<file path="src/rtl/li_shell_pkg.sv">
// ----------------------------------------------------------------------------
// li_shell_pkg - shared constants and helpers for LI shells (rev 1.0)
// ----------------------------------------------------------------------------
`default_nettype none

package li_shell_pkg;

  localparam int LI_MAX_DEPTH = 16;

  // Occupancy at which an input queue raises stop; one slot stays free for
  // the token that may still arrive in the cycle stop is first seen.
  function automatic int li_stop_thresh(input int depth);
    return depth - 1;
  endfunction

endpackage

`default_nettype wire

</file>
<file path="src/rtl/li_link.sv">
// ----------------------------------------------------------------------------
// li_link - latency-insensitive channel: data/valid forward, stop backward (rev 1.0)
// ----------------------------------------------------------------------------
`default_nettype none

interface li_link #(
  parameter int WIDTH = 8
) ();

  logic [WIDTH-1:0] data;
  logic             valid;
  logic             stop;

  modport source (output data, output valid, input stop);
  modport sink   (input data, input valid, output stop);

endinterface

`default_nettype wire

</file>
<file path="src/rtl/li_shell_queue.sv">
// ----------------------------------------------------------------------------
// li_shell_queue - input queue of an LI shell with registered stop (rev 1.0)
// ----------------------------------------------------------------------------
`default_nettype none

module li_shell_queue
  import li_shell_pkg::*;
#(
  parameter int WIDTH = 6,
  parameter int DEPTH = 2
) (
  input  logic             clk,
  input  logic             reset,
  li_link.sink             link,
  output logic [WIDTH-1:0] head,
  output logic             not_empty,
  input  logic             deq,
  output logic             overflow
);

  localparam int PTR_W = (DEPTH > 1) ? $clog2(DEPTH) : 1;
  localparam int CNT_W = $clog2(DEPTH + 1);
  localparam logic [CNT_W-1:0] FULL   = CNT_W'(DEPTH);
  localparam logic [CNT_W-1:0] THRESH = CNT_W'(li_stop_thresh(DEPTH));
  localparam logic [PTR_W-1:0] LAST   = PTR_W'(DEPTH - 1);

  generate
    if (DEPTH < 2 || DEPTH > LI_MAX_DEPTH) begin : g_bad_depth
      $error("li_shell_queue: DEPTH out of range");
    end
  endgenerate

  logic [WIDTH-1:0] mem [DEPTH];
  logic [PTR_W-1:0] wr_ptr;
  logic [PTR_W-1:0] rd_ptr;
  logic [CNT_W-1:0] count;
  logic [CNT_W-1:0] next_count;
  logic             enq;
  logic             do_deq;

  assign not_empty = (count != '0);
  assign head      = mem[rd_ptr];

  // A full queue still accepts a token when a dequeue frees a slot in the same cycle.
  always_comb begin
    do_deq     = deq && not_empty;
    enq        = link.valid && ((count != FULL) || do_deq);
    overflow   = link.valid && (count == FULL) && !do_deq;
    next_count = count + CNT_W'(enq) - CNT_W'(do_deq);
  end

  always_ff @(posedge clk or posedge reset) begin
    if (reset) begin
      wr_ptr    <= '0;
      rd_ptr    <= '0;
      count     <= '0;
      link.stop <= 1'b0;
      for (int i = 0; i < DEPTH; i++) begin
        mem[i] <= '0;
      end
    end else begin
      if (enq) begin
        mem[wr_ptr] <= link.data;
        wr_ptr      <= (wr_ptr == LAST) ? '0 : wr_ptr + 1'b1;
      end
      if (do_deq) begin
        rd_ptr <= (rd_ptr == LAST) ? '0 : rd_ptr + 1'b1;
      end
      count     <= next_count;
      link.stop <= (next_count >= THRESH);
    end
  end

endmodule

`default_nettype wire

</file>
<file path="src/rtl/li_shell_join2.sv">
// ----------------------------------------------------------------------------
// li_shell_join2 - LI shell joining two input channels into one pearl firing (rev 1.0)
// ----------------------------------------------------------------------------
`default_nettype none

module li_shell_join2
  import li_shell_pkg::*;
#(
  parameter int WIDTH_A   = 6,
  parameter int WIDTH_B   = 6,
  parameter int WIDTH_OUT = 6,
  parameter int DEPTH     = 2
) (
  input  logic                 clk,
  input  logic                 reset,
  li_link.sink                 in_a_link,
  li_link.sink                 in_b_link,
  li_link.source               out_link,
  output logic [WIDTH_A-1:0]   pearl_a,
  output logic [WIDTH_B-1:0]   pearl_b,
  output logic                 pearl_en,
  input  logic [WIDTH_OUT-1:0] pearl_result,
  output logic                 err_overflow
);

  logic a_not_empty;
  logic b_not_empty;
  logic a_overflow;
  logic b_overflow;
  logic fire;

  li_shell_queue #(.WIDTH(WIDTH_A), .DEPTH(DEPTH)) u_queue_a (
    .clk       (clk),
    .reset     (reset),
    .link      (in_a_link),
    .head      (pearl_a),
    .not_empty (a_not_empty),
    .deq       (fire),
    .overflow  (a_overflow)
  );

  li_shell_queue #(.WIDTH(WIDTH_B), .DEPTH(DEPTH)) u_queue_b (
    .clk       (clk),
    .reset     (reset),
    .link      (in_b_link),
    .head      (pearl_b),
    .not_empty (b_not_empty),
    .deq       (fire),
    .overflow  (b_overflow)
  );

  assign fire     = a_not_empty && b_not_empty && !out_link.stop;
  assign pearl_en = fire;

  // out_valid follows fire one cycle later, so a stop seen now blanks the next token.
  always_ff @(posedge clk or posedge reset) begin
    if (reset) begin
      out_link.valid <= 1'b0;
      out_link.data  <= '0;
      err_overflow   <= 1'b0;
    end else begin
      out_link.valid <= fire;
      if (fire) begin
        out_link.data <= pearl_result;
      end
      if (a_overflow || b_overflow) begin
        err_overflow <= 1'b1;
      end
    end
  end

endmodule

`default_nettype wire

</file>
<file path="src/flat_wrapper.sv">
// flat-port wrapper written by rule: the top's interface ports become plain ports
module li_shell_join2_flat import li_shell_pkg::*;
#(
  parameter int WIDTH_A   = 6,
  parameter int WIDTH_B   = 6,
  parameter int WIDTH_OUT = 6,
  parameter int DEPTH     = 2
)
  (clk, reset, pearl_a, pearl_b, pearl_en, pearl_result, err_overflow, in_a_link_data, in_a_link_valid, in_a_link_stop, in_b_link_data, in_b_link_valid, in_b_link_stop, out_link_data, out_link_valid, out_link_stop);
  li_link #(.WIDTH((6))) in_a_link_i ();
  li_link #(.WIDTH((6))) in_b_link_i ();
  li_link #(.WIDTH((6))) out_link_i ();
  input  logic clk;
  input  logic reset;
  output logic [WIDTH_A-1:0] pearl_a;
  output logic [WIDTH_B-1:0] pearl_b;
  output logic pearl_en;
  input  logic [WIDTH_OUT-1:0] pearl_result;
  output logic err_overflow;
  input wire logic [$bits(in_a_link_i.data)-1:0] in_a_link_data;
  input wire logic [$bits(in_a_link_i.valid)-1:0] in_a_link_valid;
  output wire logic [$bits(in_a_link_i.stop)-1:0] in_a_link_stop;
  input wire logic [$bits(in_b_link_i.data)-1:0] in_b_link_data;
  input wire logic [$bits(in_b_link_i.valid)-1:0] in_b_link_valid;
  output wire logic [$bits(in_b_link_i.stop)-1:0] in_b_link_stop;
  output wire logic [$bits(out_link_i.data)-1:0] out_link_data;
  output wire logic [$bits(out_link_i.valid)-1:0] out_link_valid;
  input wire logic [$bits(out_link_i.stop)-1:0] out_link_stop;
  assign in_a_link_i.data = in_a_link_data;
  assign in_a_link_i.valid = in_a_link_valid;
  assign in_a_link_stop = in_a_link_i.stop;
  assign in_b_link_i.data = in_b_link_data;
  assign in_b_link_i.valid = in_b_link_valid;
  assign in_b_link_stop = in_b_link_i.stop;
  assign out_link_data = out_link_i.data;
  assign out_link_valid = out_link_i.valid;
  assign out_link_i.stop = out_link_stop;
  li_shell_join2 #(.WIDTH_A(WIDTH_A), .WIDTH_B(WIDTH_B), .WIDTH_OUT(WIDTH_OUT), .DEPTH(DEPTH)) u_core (.clk(clk), .reset(reset), .in_a_link(in_a_link_i), .in_b_link(in_b_link_i), .out_link(out_link_i), .pearl_a(pearl_a), .pearl_b(pearl_b), .pearl_en(pearl_en), .pearl_result(pearl_result), .err_overflow(err_overflow));
endmodule
</file>
<file path="config.mk">
export PLATFORM = sky130hd
export DESIGN_NAME = li_shell_join2_flat
export DESIGN_NICKNAME = d
export VERILOG_FILES = /design/src/rtl/li_shell_pkg.sv /design/src/rtl/li_link.sv /design/src/rtl/li_shell_queue.sv /design/src/rtl/li_shell_join2.sv /design/src/flat_wrapper.sv
export SDC_FILE = /design/constraint.sdc
export NUM_CORES = 1
export LEC_CHECK = 0
export ABC_CLOCK_PERIOD_IN_PS = 4850
export CAP_MARGIN = 10
export CORE_UTILIZATION = 50
export DETAILED_ROUTE_END_ITERATION = 8
export PLACE_DENSITY = 0.8
export SLEW_MARGIN = 40
export SYNTH_ARGS = -nofsm -noshare
export SYNTH_HDL_FRONTEND = slang
export SYNTH_SLANG_ARGS = --single-unit
</file>
<file path="constraint.sdc">
create_clock -name clk -period 4.85 [get_ports clk]
set_input_delay 0.97 -clock clk [delete_from_list [all_inputs] [get_ports clk]]
set_output_delay 0.97 -clock clk [all_outputs]
set_load 0.02 [all_outputs]
</file>
; Word-level counts from Yosys, hierarchy flattened
; Cells that the tools add are included.
[word_totals]
mem_count = 0
latch_bits = 0
romBits = 0
output_inout_bits = 23
reg_bits = 42
ram_bits = 0
elab_cells = 75
inputBits = 23
[op_classes]
reduce_logical = 20
div = 0
n_bitwise = 4
shift = 0
mul = 0
n_addsub = 8
magnitude_cmp = 8
eq_ne = 4
n_mux = 16
[op_table]
columns = operator, count
row1 = 6-bit 2-to-1 mux, 8
row2 = 12-bit bitwise mux, 2
row3 = 6-bit demux with 1-bit select, 2
row4 = 1-bit logical AND, 12
row5 = 2-bit greater-or-equal comparator (second input constant), 4
row6 = 1-bit NOT with 2-bit output, 4
row7 = 1-bit adder (second input constant), 4
row8 = 2-bit by 1-bit adder with 2-bit output, 2
row9 = 2-bit == test (second input constant), 2
row10 = 2-bit by 1-bit greater-or-equal comparator with 1-bit output (second input constant), 2
row11 = 2-bit by 1-bit < comparator with 1-bit output (second input constant), 2
row12 = 1-bit 2-to-1 mux, 4
row13 = 2-bit != test (second input constant), 2
row14 = 2-bit nonzero test, 2
row15 = 2-bit by 1-bit subtractor with 2-bit output, 2
row16 = 1-bit zero test, 3
row17 = 1-bit logical OR, 3

; Longest topological paths before layout
[logic_depth]
word_depth = 9
depth_mapped = 9
mapped_depth_nobuf = 8

; Modules after synthesis
; Synthesis repeated with hierarchy kept, for this count alone.
[hier_totals]
hier_cells = 141
area_unflattened_um2 = 1931.9
[modules_own_cells]
columns = mod, area_per_inst_um2, seq_area_each_um2, cells_per_inst, instances
row1 = li_shell_queue (u_core.u_queue_b), 817.0, 425.4, 63, 1
row2 = li_shell_queue (u_core.u_queue_a), 813.3, 425.4, 60, 1
row3 = li_shell_join2, 301.5, 200.2, 18, 1

; Worst setup path after synthesis
; Ideal clock, no wire load.
[synth_timing]
kind = input-to-reg
startpoint = input out_link_stop
endpoint = register u_core.u_queue_a.link.stop
setup_ns = 0.127
slack_ns = 2.204
t_arrival_ns = 2.518
path_buffers = 1
cell_stages = 9
required_time_ns = 4.723
cell_sequence = o21ba_2 o21ai_2 buf_2 ha_1 inv_1 ha_1 xnor2_1 xnor2_1 or2_2
[synth_between]
elab_chain_len = 8
[synth_rtl]
columns = element, line_no
row1 = from (decl), flat_wrapper.sv:28  ; input wire logic [$bits(out_link_i.stop)-1:0] out_link_stop;
row2 = 1-bit zero test *, li_shell_join2.sv:52  ; assign fire = a_not_empty && b_not_empty && !out_link.stop;
row3 = 1-bit logical AND *, li_shell_join2.sv:52
row4 = 1-bit logical AND *, li_shell_queue.sv:46  ; do_deq = deq && not_empty;
row5 = 1-bit logical OR, li_shell_queue.sv:47  ; enq = link.valid && ((count != FULL) || do_deq);
row6 = 1-bit logical AND, li_shell_queue.sv:47
row7 = 2-bit by 1-bit adder with 2-bit output, li_shell_queue.sv:49  ; next_count = count + CNT_W'(enq) - CNT_W'(do_deq);
row8 = 2-bit by 1-bit subtractor with 2-bit output *, li_shell_queue.sv:49
row9 = named net u_core.u_queue_a.next_count[1], li_shell_queue.sv:37  ; logic [CNT_W-1:0] next_count;
row10 = 2-bit by 1-bit greater-or-equal comparator with 1-bit output *, li_shell_queue.sv:70  ; link.stop <= (next_count >= THRESH);
row11 = to (signal assigned), li_shell_queue.sv:70
row12 = to (decl), li_link.sv:15  ; modport sink (input data, input valid, output stop);
; Mark *: on every way through the listed nets, which the timed path passes. The rest lies on a longest branch.
; A chain may end at the register's enable or synchronous reset.

; Final worst setup path
[layout_timing]
startpoint = input out_link_stop
endpoint = output pearl_en
[layout_between]
elab_chain_len = 2
[layout_rtl]
columns = element, line_no
row1 = 1-bit zero test, li_shell_join2.sv:52
row2 = 1-bit logical AND, li_shell_join2.sv:52
row3 = to (decl), flat_wrapper.sv:17  ; output logic pearl_en;
; No other way between the ends.

==> flow_summary.ini <==
[status]
status = finished, final reports clean

[setup_path]
critical_path_class = input port to output pin
crit_start = out_link_stop
slowest_stage = clkdlybuf4s50_1
r2r_cells = 8
regToRegEndpoint = u_core.u_queue_a.link.stop$_DFF_PP0_
crit_fanout = 7
r2r_slack_ns = 2.43
end_kind = output pin
critPathLaunchType = input port
critPathRequiredTime_ns = 3.88
crit_path_frequent_cell = clkdlybuf4s50_1
reg2reg_from = u_core.u_queue_b.count[1]$_DFF_PP0_
crit_chain = clkdlybuf4s50_1, o21ba_2, o21a_1, clkdlybuf4s50_1
worst_ep_arrival_time_ns = 2.47
crit_path_end = pearl_en
max_stage_delay_ns = 0.60

[drt]
drcViolationCount = 0
routedWlPerCell_um = 15.8
drtIter0Drc = 98
wirelength_mm = 3.87
vias = 1321
vias_per_cell = 5.39
drtAntennaViolNets = 0
first_pass_iters = 4

[power_and_ir_drop]
p_seq_share_pct = 37.4
power.total_mw = 1.80
switching_share_pct = 37.3
p_sw_uw = 670
powerDensity_mw_per_mm2 = 717
power.share.clock_pct = 12.8
internal_power_mw = 1.13
power_frac_comb_pct = 49.8
peakVddDrop_uv = 315
p_leak_nw = 1.04

[layout]
area_growth_pct = 29.7
final_common_cell = clkdlybuf4s50_1
drive_gt1_share_pct = 18.3
fillCellCount = 276
nets = 223
antenna_cells = 0
final_cell_mix = 45 x clkdlybuf4s50_1, 42 x dfrtp_1, 24 x o2bb2ai_1, 14 x nand2b_1

[yosys]
syn_inst = 150
ys.flop_type = dfrtp_1
ys.warnings.count = 0
synth-xor-area-share_pct = 3.63
ys_ff_latch = 42
syn_nets = 177
synth_top_family_by_area = compound AO/OA/AOI/OAI gates
ys_seq_area_share_pct = 54.4
yosys.area_share.simple_pct = 8.87
synth_edf_count = 0
async_flop_share_pct = 100
synthAdderAreaFrac_pct = 2.59
synth_compound_area_share_pct = 16.2
mappedNetlistArea_mm2 = 0.00193
avgSynthCellArea_um2 = 12.9
yosys.cell_types.count = 25
synthMuxAreaShare_pct = 11.7

[placement]
hpwlAfterDp_mm = 2.79
place_congestion = 0.736
port_buffers = 45

[worst_hold_path]
min_path_cells = 1
min_path_type = flip-flop to flip-flop

[timing]
setup_tns_ns = 0
hold_viol = 0
final_min_period_over_clock_period_pct = 70.8
fin_worst_skew_ns = 0.00712
slew-limit-headroom_pct = 57.5
min_period_ns = 3.44
setup_viol = 0
worst_pin_slew_ns = 0.638
max_freq_ghz = 0.291
whs_ns = 0.476
rsz0062_at_grt = no
slew_violations = 0

[global_route]
grt_pass1_vias = 1396
grt_overflow = 0
antenna_found_initial = 0
grt_pass1_wl_mm = 6.56
grt.total_usage_pct = 21.4
grt_max_degree = 26

[die]
initial_core_util_pct = 52.4
fp.dieW_um = 64.2
pin_count = 46
core_area_mm2 = 0.00369
dieArea_mm2 = 0.00412
row_count = 22
die_y_um = 64.2

[cts]
post_cts_buffers = 0
cts_tree = done
clk_pin_slew_ns = 0.08
ctsResizeCount = 0
cts_buffer_depth = 2
clockRootBuffer = clkbuf_8
ctsHoldBuffers = 0
clock_sinks = 42
numCtsBuffers = 5
clk_latency_ns = 0.29
cts-htree-levels = 2

[flow_run]
cap_violations = 0
==> cell type report <==
type,count,area (um2),area share (%)
sequential,42,1050,42.0
multi-input combinational,98,830,33.1
timing repair buffer,46,458,18.3
clock buffer,6,82.6,3.30
tap,48,60.1,2.40
clock inverter,2,12.5,0.500
inverter,3,11.3,0.450
==> critical path, delay by kind of cell <==
family          cells  cell delay, ns
compound gates      2            0.48
buf+inv             2            1.02
==> registers in the layout (all words and copies together) (netlist names) <==
name / cells
u_core.u_queue_b.link.stop: 1
u_core.u_queue_a.rd_ptr: 1
u_core.u_queue_a.link.stop: 1
u_core.u_queue_a.mem: 12
u_core.u_queue_b.rd_ptr: 1
u_core.out_link.data: 6
u_core.u_queue_a.count: 2
u_core.u_queue_a.wr_ptr: 1
u_core.err_overflow: 1
u_core.u_queue_b.mem: 12
u_core.out_link.valid: 1
u_core.u_queue_b.count: 2
u_core.u_queue_b.wr_ptr: 1
==> worst min path at each step <==
stage | endpoint | startpoint
final | u_core.err_overflow$_DFFE_PP0P_ | u_core.err_overflow$_DFFE_PP0P_
after global routing | u_core.err_overflow$_DFFE_PP0P_ | u_core.err_overflow$_DFFE_PP0P_
after CTS | u_core.err_overflow$_DFFE_PP0P_ | u_core.err_overflow$_DFFE_PP0P_
after detailed placement | u_core.u_queue_b.mem[2]$_DFFE_PP0P_ | u_core.u_queue_b.mem[2]$_DFFE_PP0P_
after global placement | u_core.err_overflow$_DFFE_PP0P_ | u_core.err_overflow$_DFFE_PP0P_
after floorplan | u_core.u_queue_a.mem[0]$_DFFE_PP0P_ | u_core.u_queue_a.mem[0]$_DFFE_PP0P_
==> through the flow <==
step           area [um2]  utilization, %  worst slack [ns]  instances
5_1_grt              2500            67.9              1.35        245
3_3_place_gp         2410            65.3              1.44        237
4_1_cts              2500            67.9              1.40        245
3_5_place_dp         2410            65.3              1.41        237
6_report             2500            67.9              1.41        245
2_1_floorplan        1930               -              2.20        150
==> power by group through the flow <==
stage               combinational [mW]  sequential [mW]  clock (mW)
floorplan                        0.595            0.647           0
CTS                              0.906            0.670       0.231
global placement                 0.864            0.662           0
detailed placement               0.903            0.671           0
global route                     0.964            0.698       0.251
finish                           0.895            0.672       0.229
==> logic make-up (layout without fill, tap and decap cells) <==
logic type               count (synthesis)  after routing
AO/OA/AOI/OAI                           36             36
XOR/XNOR                                 8              8
adder cells (fa/ha/maj)                  4              4
buffers and inverters                   10             57
flip-flops                              42             42
multiplexers                            18             18
AND/OR/NAND/NOR                         32             32
==> per-layer routing <==
metal	track usage, %	wire, um
met4	5.83	26
met3	5.36	145
met2	34.7	1920
met1	28.6	1780
met5	0	0
==> cells in the mapped netlist (2+ instances only) <==
cell type / count / area [um2]
inv_1: 3 / 11.3
dfrtp_1: 42 / 1050
nor2b_1: 2 / 12.5
o21ba_2: 2 / 20.0
xnor2_1: 6 / 52.6
o21a_1: 3 / 22.5
o21ai_2: 3 / 26.3
o2bb2ai_1: 24 / 210
mux2_2: 12 / 135
xor2_1: 2 / 17.5
nand2_1: 12 / 45.0
ha_1: 4 / 50.1
or2_2: 2 / 12.5
clkbuf_1: 3 / 11.3
mux2_4: 6 / 90.1
nand2b_1: 14 / 87.6
buf_2: 2 / 10.0
No activity file was read; power rests on OpenSTA's default activity.
